## config.mk

```make
export PLATFORM = sky130hd
export DESIGN_NAME = mac_operand_sequencer
export DESIGN_NICKNAME = d
export VERILOG_FILES = /design/src/rtl/mac_operand_sequencer.sv
export SDC_FILE = /design/constraint.sdc
export NUM_CORES = 1
export LEC_CHECK = 0
export CORE_MARGIN = 2
export CORE_UTILIZATION = 40
export CTS_BUF_LIST = sky130_fd_sc_hd__clkbuf_16
export CTS_CLUSTER_DIAMETER = 120
export DETAILED_ROUTE_END_ITERATION = 16
export PLACE_DENSITY = 0.59
export SETUP_SLACK_MARGIN = 0.15
export SYNTH_ARGS = -nofsm -noshare
export SYNTH_HDL_FRONTEND = slang
export SYNTH_SLANG_ARGS = --single-unit
```

## constraint.sdc

```tcl
create_clock -name clk -period 4.65 [get_ports clk]
set_clock_uncertainty 0.2 [all_clocks]
set_input_delay 0.6975 -clock clk [delete_from_list [all_inputs] [get_ports clk]]
set_output_delay 0.6975 -clock clk [all_outputs]
set_load 0.02 [all_outputs]
```

## src/rtl/mac_operand_sequencer.sv

```systemverilog
// mac_operand_sequencer
// Buffers up to DEPTH signed (A, B) operand pairs from a host, then on
// `start` clears the external MAC, streams the pairs into it one per
// cycle, waits out the MAC pipeline and returns the final accumulation.
// No arithmetic is done here: `result` is a bit-exact copy of `mac_result`.
// DEPTH must be a power of two in 2..32, MAC_LAT must be at least 1.
module mac_operand_sequencer #(
    parameter int DEPTH   = 16,
    parameter int DATA_W  = 16,
    parameter int MAC_LAT = 4
) (
    input  logic                     clk,
    input  logic                     rst,
    input  logic                     wr_valid,
    output logic                     wr_ready,
    input  logic [DATA_W-1:0]        wr_a,
    input  logic [DATA_W-1:0]        wr_b,
    input  logic                     start,
    output logic                     busy,
    output logic [$clog2(DEPTH):0]   count,
    output logic                     mac_clr_n,
    output logic [DATA_W-1:0]        mac_a,
    output logic [DATA_W-1:0]        mac_b,
    input  logic [DATA_W-1:0]        mac_result,
    output logic [DATA_W-1:0]        result,
    output logic                     result_valid
);

    localparam int AW = $clog2(DEPTH);        // buffer address width
    localparam int CW = AW + 1;               // pair count width (0..DEPTH)
    localparam int DW = $clog2(MAC_LAT + 1);  // drain counter width

    localparam logic [CW-1:0] DEPTH_C   = CW'(DEPTH);
    localparam logic [DW-1:0] MAC_LAT_C = DW'(MAC_LAT);

    typedef enum logic [2:0] {
        S_IDLE,
        S_CLEAR,
        S_STREAM,
        S_DRAIN,
        S_DONE
    } state_t;

    state_t              state_reg,    state_next;
    logic [CW-1:0]       count_reg,    count_next;
    logic [CW-1:0]       rd_idx_reg,   rd_idx_next;
    logic [DW-1:0]       drain_reg,    drain_next;
    logic [DATA_W-1:0]   mac_a_reg,    mac_a_next;
    logic [DATA_W-1:0]   mac_b_reg,    mac_b_next;
    logic                mac_clr_n_reg, mac_clr_n_next;
    logic [DATA_W-1:0]   result_reg,   result_next;

    logic                wr_accept;

    // Lane 0 carries operand A, lane 1 operand B; both share one address.
    logic [DATA_W-1:0]   lane_wr [2];
    logic [DATA_W-1:0]   lane_rd [2];

    assign lane_wr[0] = wr_a;
    assign lane_wr[1] = wr_b;

    // Host writes land only while idle and while there is room.
    assign wr_ready  = (state_reg == S_IDLE) && (count_reg < DEPTH_C);
    assign wr_accept = wr_valid && wr_ready;

    generate
        for (genvar gi = 0; gi < 2; gi++) begin : g_lane
            logic [DATA_W-1:0] mem [DEPTH];

            // Operand storage: written at the current fill index, no reset needed.
            always_ff @(posedge clk) begin
                if (wr_accept) begin
                    mem[count_reg[AW-1:0]] <= lane_wr[gi];
                end
            end

            assign lane_rd[gi] = mem[rd_idx_reg[AW-1:0]];
        end
    endgenerate

    // Next-state and datapath decisions; operands default to zero so the
    // MAC only ever sees buffered data during the stream phase.
    always_comb begin
        state_next  = state_reg;
        count_next  = count_reg;
        rd_idx_next = rd_idx_reg;
        drain_next  = drain_reg;
        mac_a_next  = '0;
        mac_b_next  = '0;
        result_next = result_reg;

        case (state_reg)
            S_IDLE: begin
                rd_idx_next = '0;
                if (wr_accept) begin
                    count_next = count_reg + CW'(1);
                end
                // A pair written in the same cycle as start joins the run.
                if (start && (count_next != '0)) begin
                    state_next = S_CLEAR;
                end
            end
            S_CLEAR: begin
                // The MAC is held in reset this cycle; pair 0 is presented
                // on the edge that releases it.
                mac_a_next  = lane_rd[0];
                mac_b_next  = lane_rd[1];
                rd_idx_next = rd_idx_reg + CW'(1);
                state_next  = S_STREAM;
            end
            S_STREAM: begin
                if (rd_idx_reg == count_reg) begin
                    drain_next = MAC_LAT_C;
                    state_next = S_DRAIN;
                end else begin
                    mac_a_next  = lane_rd[0];
                    mac_b_next  = lane_rd[1];
                    rd_idx_next = rd_idx_reg + CW'(1);
                end
            end
            S_DRAIN: begin
                // Zero operands add an exact zero product while the MAC
                // pipeline empties.
                if (drain_reg == DW'(1)) begin
                    result_next = mac_result;
                    state_next  = S_DONE;
                end else begin
                    drain_next = drain_reg - DW'(1);
                end
            end
            S_DONE: begin
                count_next = '0;
                state_next = S_IDLE;
            end
            default: begin
                state_next = S_IDLE;
            end
        endcase

        mac_clr_n_next = (state_next != S_CLEAR);
    end

    // State and datapath registers; reset returns everything to idle with
    // the MAC held cleared and the buffer discarded.
    always_ff @(posedge clk or posedge rst) begin
        if (rst) begin
            state_reg     <= S_IDLE;
            count_reg     <= '0;
            rd_idx_reg    <= '0;
            drain_reg     <= '0;
            mac_a_reg     <= '0;
            mac_b_reg     <= '0;
            mac_clr_n_reg <= 1'b0;
            result_reg    <= '0;
        end else begin
            state_reg     <= state_next;
            count_reg     <= count_next;
            rd_idx_reg    <= rd_idx_next;
            drain_reg     <= drain_next;
            mac_a_reg     <= mac_a_next;
            mac_b_reg     <= mac_b_next;
            mac_clr_n_reg <= mac_clr_n_next;
            result_reg    <= result_next;
        end
    end

    assign busy         = (state_reg != S_IDLE);
    assign count        = count_reg;
    assign mac_clr_n    = mac_clr_n_reg;
    assign mac_a        = mac_a_reg;
    assign mac_b        = mac_b_reg;
    assign result       = result_reg;
    assign result_valid = (state_reg == S_DONE);

endmodule
```

==> run summary, run 1 <==
Setup repair after global routing left no endpoint under its margin. The number of placed cells counting well taps came out at 1,782. The tool flagged a number of max-cap violations equal to 0. After floorplanning, the core was divided into 85 placement rows. The combined global-route utilization of all metal layers came out at 17.4%. The number of stages on the worst setup path came out at 3. The area of the mapped netlist is 0.0219 mm². The achievable frequency is 0.290 GHz. Of the cells placed in the final design, the portion with a size suffix greater than 1 is 22.8%. The repair_antennas step left the layout with diodes totalling 0. The maximum number of pins on one net before global-route repair is 131. The setup TNS came out at 0 ps. Walking the worst path, the cells encountered are inv_1 > nor3_1 > clkdlybuf4s50_1.

The core area came out at 0.0540 mm². The via total after detailed routing is 10,600. The post-layout total power came out at 14.7 mW. By instance count, the leading cell after synthesis is edfxtp_1. The count of pins over their slew limit is 0. The worst-skew pair later-pin latency came out at 610 ps.

The DRC marker count from the first detailed-route iteration came out at 982. The number of global-route vias before repair is 10,800. The synthesized design devotes to its leading area cell type 70.2% of total area. Ranked by total cell area, the synthesized netlist is headed by edfxtp_1, mux4_2, dfrtp_1. Synthesis produced a netlist whose cell count is 1,009. The worst hold path stage count came out at 1. By count the netlist is led by edfxtp_1, mux4_2, dfrtp_1. The mean area per synthesized cell came out at 21.7 µm². The largest vdd supply drop came out at 0.000397 V.

The hold-fix buffer count after cts came out at 0. The detailed placer's ending HPWL came out at 27,500 µm. After synthesis, the share of flip-flops with an asynchronous set or reset is 11.3%. The final estimated routing congestion in global placement is 0.745. The number of antenna violations at the first check in global routing came to 1. The die is 238 µm wide. Data on the critical path is required at its endpoint by 3750 ps. The clock tree buffer depth came out at 3. The clock period minus final worst setup slack is 3450 ps. TritonCTS created 57 clock buffers. Gates resized during post-CTS repair numbered 0. The number of detailed-routing iterations run before antenna repair came out at 5.

Clock tree synthesis selected as its root buffer the cell clkbuf_16. The clock-pin slew of the registers on the worst-case setup and hold paths is 60 ps. The worst setup path is captured at an output port. The post-route fraction of the period consumed by the critical path came out at 74.2%. The number of setup buffers added after CTS is 0. The count of state elements after synthesis came out at 577. The top-level I/O count is 109. The synthesized design spends more area on one cell type than any other, namely edfxtp_1.

In this run the tightest slew margin relative to its limit is 21.8%. The run finished with clean final reports. The number of sinks driven by the clock tree is 577. The number of nets handed over by synthesis was 1,068.

The post-detailed-routing wire length came out at 48,900 µm. The total global routing overflow came out at 0. The H-tree generated during clock tree synthesis spans 2 levels. The power per cell area came out at 572 mW/mm². STA puts the critical path data arrival time at 2550 ps. For this run, the post-layout net count is 1,204.

The number of flip-flops under the largest register name is 512. The largest single stage delay on the critical path is 770 ps. The fill cell total of the finished layout is 4,399. The final setup violation count is 0. The maximum fanout along the worst path is 19.

The area growth from synthesis to layout is 17.2%. The count of distinct cell types in the synthesized netlist is 57. The class of the tightest hold or removal check is reg2reg. The post-route DRC violation count came out at 0.

The static leakage is 8.35 nW. The kind of launch point of the worst setup path is a register. The count of endpoints failing hold in the final timing report came out at 0.

The predominant post-synthesis flop cell is edfxtp_1. The die area is 0.0567 mm². For this design, the slowest cell found on the critical path is dfrtp_1. TritonCTS built the clock tree. The area taken by flip-flops and latches is 0.0170 mm². Dividing the detail-routed wire length by the instance count gives 25.9 µm. The worst setup path is of the reg2out kind.

During placement, the flow inserted port buffers numbering 108. Dividing the detail-routed via count by the number of cells gives 5.59. The total area of multi-input combinational cells came out at 0.00466 mm². Leaving out filler cells and counting taps, the final layout contains 1,890. The top cell family by delay on the critical path is buffers and inverters. The sequential cell area fraction in the yosys report is 77.6%.

The first global-routing pass estimated 72,100 µm of wire. The buffering stage count on the worst path with inverters included is 2. The count of synthesis-stage warnings from yosys came out at 0. The count of flip-flops with a built-in enable after synthesis is 512. The slew at the pin closest to its max-slew limit came out at 1170 ps. Counting cells, the worst reg-to-reg path comes to 5. The core utilization of the finished layout is 47.5%. From bottom edge to top edge, the die measures 238 µm. The initial core utilization came out at 40.6%. The remaining antenna violation count came out at 0.
-- per-layer routing --
layer / share of wire (%) / GRT usage, % / wire [µm]
met3: 7.4 / 3.92 / 3600
met2: 46 / 26.8 / 22700
met5: 0 / 0 / 0
met1: 45 / 25.6 / 21800
met4: 1.6 / 3.88 / 765
-- final timing paths --
path	startpoint	to	slack, ps
worst max register to register	state_reg[0]	g_lane[0].mem[6][5]	1460
max in group asynchronous	rst	rd_idx_reg[0]	2940
min in group asynchronous	rst	result[2]	370
worst max-delay path	state_reg[2]	result_valid	1200
worst min-delay path	result[1]	result[1]	290
worst min register to register	result[1]	result[1]	290
-- stage by stage --
stage / hold WS [ps] / setup slack, ps / cell area (µm²)
2_1_floorplan: 301 / 469 / 21900
3_3_place_gp: 266 / 1050 / 23900
3_5_place_dp: 274 / 1000 / 23900
4_1_cts: 287 / 1180 / 25700
5_1_grt: 301 / 1000 / 25700
6_report: 287 / 1200 / 25700
-- power by group --
group | switching (mW) | internal [mW]
sequential | 0.300 | 5.98
clock | 1.90 | 2.40
combinational | 2.27 | 1.83
total | 4.48 | 10.2
-- layout by cell type, fill, tap and decap left out, types with 5 or more instances in the layout --
master           count
mux2_2               8
clkinv_1             7
nor3_2               5
nor2_1               7
a211oi_1             6
edfxtp_1           512
clkbuf_16           59
dfrtp_1             63
o21ai_0              7
nor2_4              13
mux2_1               9
inv_1               32
nand2_1             11
a21oi_1             34
buf_4               20
buf_12               6
clkinv_2            11
a22oi_1             60
mux4_2             128
ha_1                 7
clkdlybuf4s50_1    108
-- layout make-up --
class / count / area share (%)
clock inverter: 49 / 1.05
tap: 696 / 3.39
multi-input combinational: 363 / 18.1
timing repair buffer: 134 / 5.26
clock buffer: 59 / 5.75
sequential: 577 / 66.2
inverter: 12 / 0.180
-- cells by family after synthesis --
| kind of cell | count (synthesis) | share of synthesized area, % |
|---|---|---|
| fa+ha+maj | 7 | 0.400 |
| flops | 577 | 77.6 |
| buf+inv | 69 | 1.75 |
| compound gates | 131 | 4.08 |
| simple gates | 72 | 1.77 |
| xor+xnor | 5 | 0.234 |
| mux | 148 | 14.2 |
No activity file was read; power rests on OpenSTA's default activity.
==> run 2: changes to the inputs <==
- PLACE_DENSITY: 0.59 -> 0.61
- clock period: 4.65 -> 2.85 ns (I/O delays scaled with it)
==> run 2 against run 1 <==
  * Utilization grew 1.4 points
  * Worst setup slack lost 980 ps
  * Global-route usage shrank 0.079 points
  * Critical endpoint is now busy
  * Via count grew 0.61%
==> run summary, run 2 (same netlist as run 1, synthesis figures left out) <==
The run finished with clean final reports. Detailed routing inserted a total of 10,600 vias. The final setup violation count is 0.

The number of antenna violations at the first check in global routing came out at 2. In this run the most critical hold path is launched from mac_result[12]. The reg-to-reg startpoint is rd_idx_reg[0]. The count of endpoints failing hold in the final timing report is 0. The DRC marker count from the first detailed-route iteration came out at 1,027. The die is 238 µm wide. The post-route DRC violation count came out at 0. The H-tree depth reported by CTS is 2. The achievable frequency is 0.381 GHz. The total global routing overflow came out at 0. In the layout the commonest cells are edfxtp_1, mux4_2, clkdlybuf4s50_1, dfrtp_1, a22oi_1. In the final layout, flip-flops and latches occupy 0.0170 mm². TritonCTS built the clock tree. The count of pins over their slew limit is 0.

Setup repair after global routing could not meet its margin everywhere. The final net count is 1,249. The repair_antennas step left the layout with diodes totalling 0.

The post-detailed-routing wire length is 48,500 µm. The top-level I/O count is 109. STA classifies the critical path endpoint as an output port. Summing all multi-input logic gate instances after layout gives 0.00469 mm². The arrival time reported for the critical path endpoint came out at 2000 ps. The slew at the pin closest to its max-slew limit is 748 ps. Across the run, the number of max-cap violations was 0. The core utilization of the finished layout is 48.9%. The clock tree buffer depth is 3. Buffers added to address setup during post-CTS repair amount to 0. The kind of launch point of the worst setup path is a register.

The region available for standard cell placement spans 0.0540 mm². The wire length on met3 came out at 2470 µm. The worst register-to-register path ends at mac_a[15]. The worst hold path stage count came out at 2. In this run, placement finished with an instance count of 1,825. The worst-case hold slack is 212 ps. The routed via count divided by cell count is 5.50. The area growth from synthesis to layout came out at 20.6%.

The clock net in this run drives a total of 577 sinks. At the end of routability-driven placement, the weighted congestion stood at 0.747. The post-detailed-placement cell area is 0.0246 mm². Clock-pin slew was measured on the worst setup and hold paths at 60 ps. Clock tree synthesis selected as its root buffer the cell clkbuf_16. The maximum fanout along the worst path came out at 14. The post-layout total power is 24.5 mW. Across every metal layer, demand over resource in global routing totals 17.3%. The later pin in the worst-skew pair is clocked with a latency of 630 ps. The number of flip-flops under the largest register name is 512.

The first-pass GRT wire length is 72,400 µm. From bottom edge to top edge, the die measures 238 µm. Adding up every negative setup slack in the final design gives 0 ps. Once the floorplan was initialized, standard cells occupied 40.6% of the core. In this run, CTS created clock tree buffers numbering 58. The finished cells cover 0.0264 mm².

The worst-case headroom to the max-slew limit is 50.0%. The number of detailed-routing iterations run before antenna repair is 5. The worst path meets setup with 224 ps of slack. The uppermost layer routed is met5. The worst setup path category is reg2out.

The worst-case setup slack after placement came out at 177 ps. In the final layout, the share of cells above drive strength 1 is 25.3%. The average wire length per cell after detail routing is 25.1 µm.

Once layout is complete, the cells apart from fillers number 1,935. The worst-case IR drop observed on VDD is 0.000718 V. The min-delay analysis places its worst path in the category in2reg. The internal reg-to-reg setup slack is 460 ps. The power per cell area came out at 928 mW/mm². The number of global-route vias before repair is 11,100.

The clock period minus final worst setup slack is 2630 ps. The maximum number of pins on one net before global-route repair is 60. The post-route fraction of the period consumed by the critical path came out at 92.1%. Leaving out fill and tap cells, the most frequent cell in the layout is edfxtp_1.

The depth of the worst register-to-register path came out at 5. The met2 layer wire length in the routed design came out at 23,600 µm. The worst hold path terminates at result[12]. The count of buffers inserted at the top-level ports is 108. In this run the static leakage power is 8.66 nW. Fill cells in the final layout number 4,330. For this block, wires on met1 add up to 21,500 µm. In this run the remaining antenna-violating nets after routing total 0.

The data required time at the worst endpoint came out at 2220 ps. In this run the core area contains 85 standard-cell rows. Summed over all nets, the half-perimeter wirelength after detailed placement is 29,200 µm. The die area came out at 0.0567 mm².
## run 2: cell types whose count changed in the layout (fill, tap and decap cells not counted), moves of 3 or more
| cell | delta |
|---|---|
| inv_2 | -4 |
| bufinv_16 | +3 |
| nor3_4 | +4 |
| clkinv_1 | +7 |
| buf_4 | +20 |
| buf_12 | +23 |
| nor3_2 | -4 |
## run 2: how the worst max path moves through the flow
stage                       from                     to  slack (ps)  cells after the start
floorplan           state_reg[0]   g_lane[0].mem[10][0]        -310                      6
global route        state_reg[1]                   busy         110                      3
CTS                     count[2]               count[2]         160                      1
finish              state_reg[1]                   busy         220                      3
detailed placement      wr_valid   g_lane[1].mem[4][15]         180                      7
global placement        wr_valid  g_lane[0].mem[12][15]         140                      7
## run 2: critical path, cell delays in order (launching register included)
cell and delay [ps]:
dfrtp_2 520, nor2_2 210, nand2_1 110, clkdlybuf4s50_1 550
## run 2: area by class of cell
type,instances,area share [%]
sequential,577,64.4
clock inverter,51,1.46
multi-input combinational,363,17.7
tap,696,3.30
clock buffer,58,5.49
timing repair buffer,178,7.47
inverter,12,0.175
## run 2: power by group
part           switching (mW)  internal [mW]
registers               0.508           9.76
logic                    3.66           3.29
clock network            3.16           4.15
## run 2: repair_timing
action | in CTS | in global routing
resized for setup | 3 | 2
hold buffers | 1 | 0
endpoints found under the hold margin | 6 | 0
cloned | 0 | 0
endpoints found under the setup margin | 3 | 3
## run 2: routing by layer
| layer | track usage (%) | vias up |
|---|---|---|
| met1 | 24.6 | 5635 |
| met4 | 4.60 | 2 |
| li1 | - | 4598 |
| met3 | 2.49 | 69 |
| met2 | 28.5 | 331 |
| met5 | 0 | - |
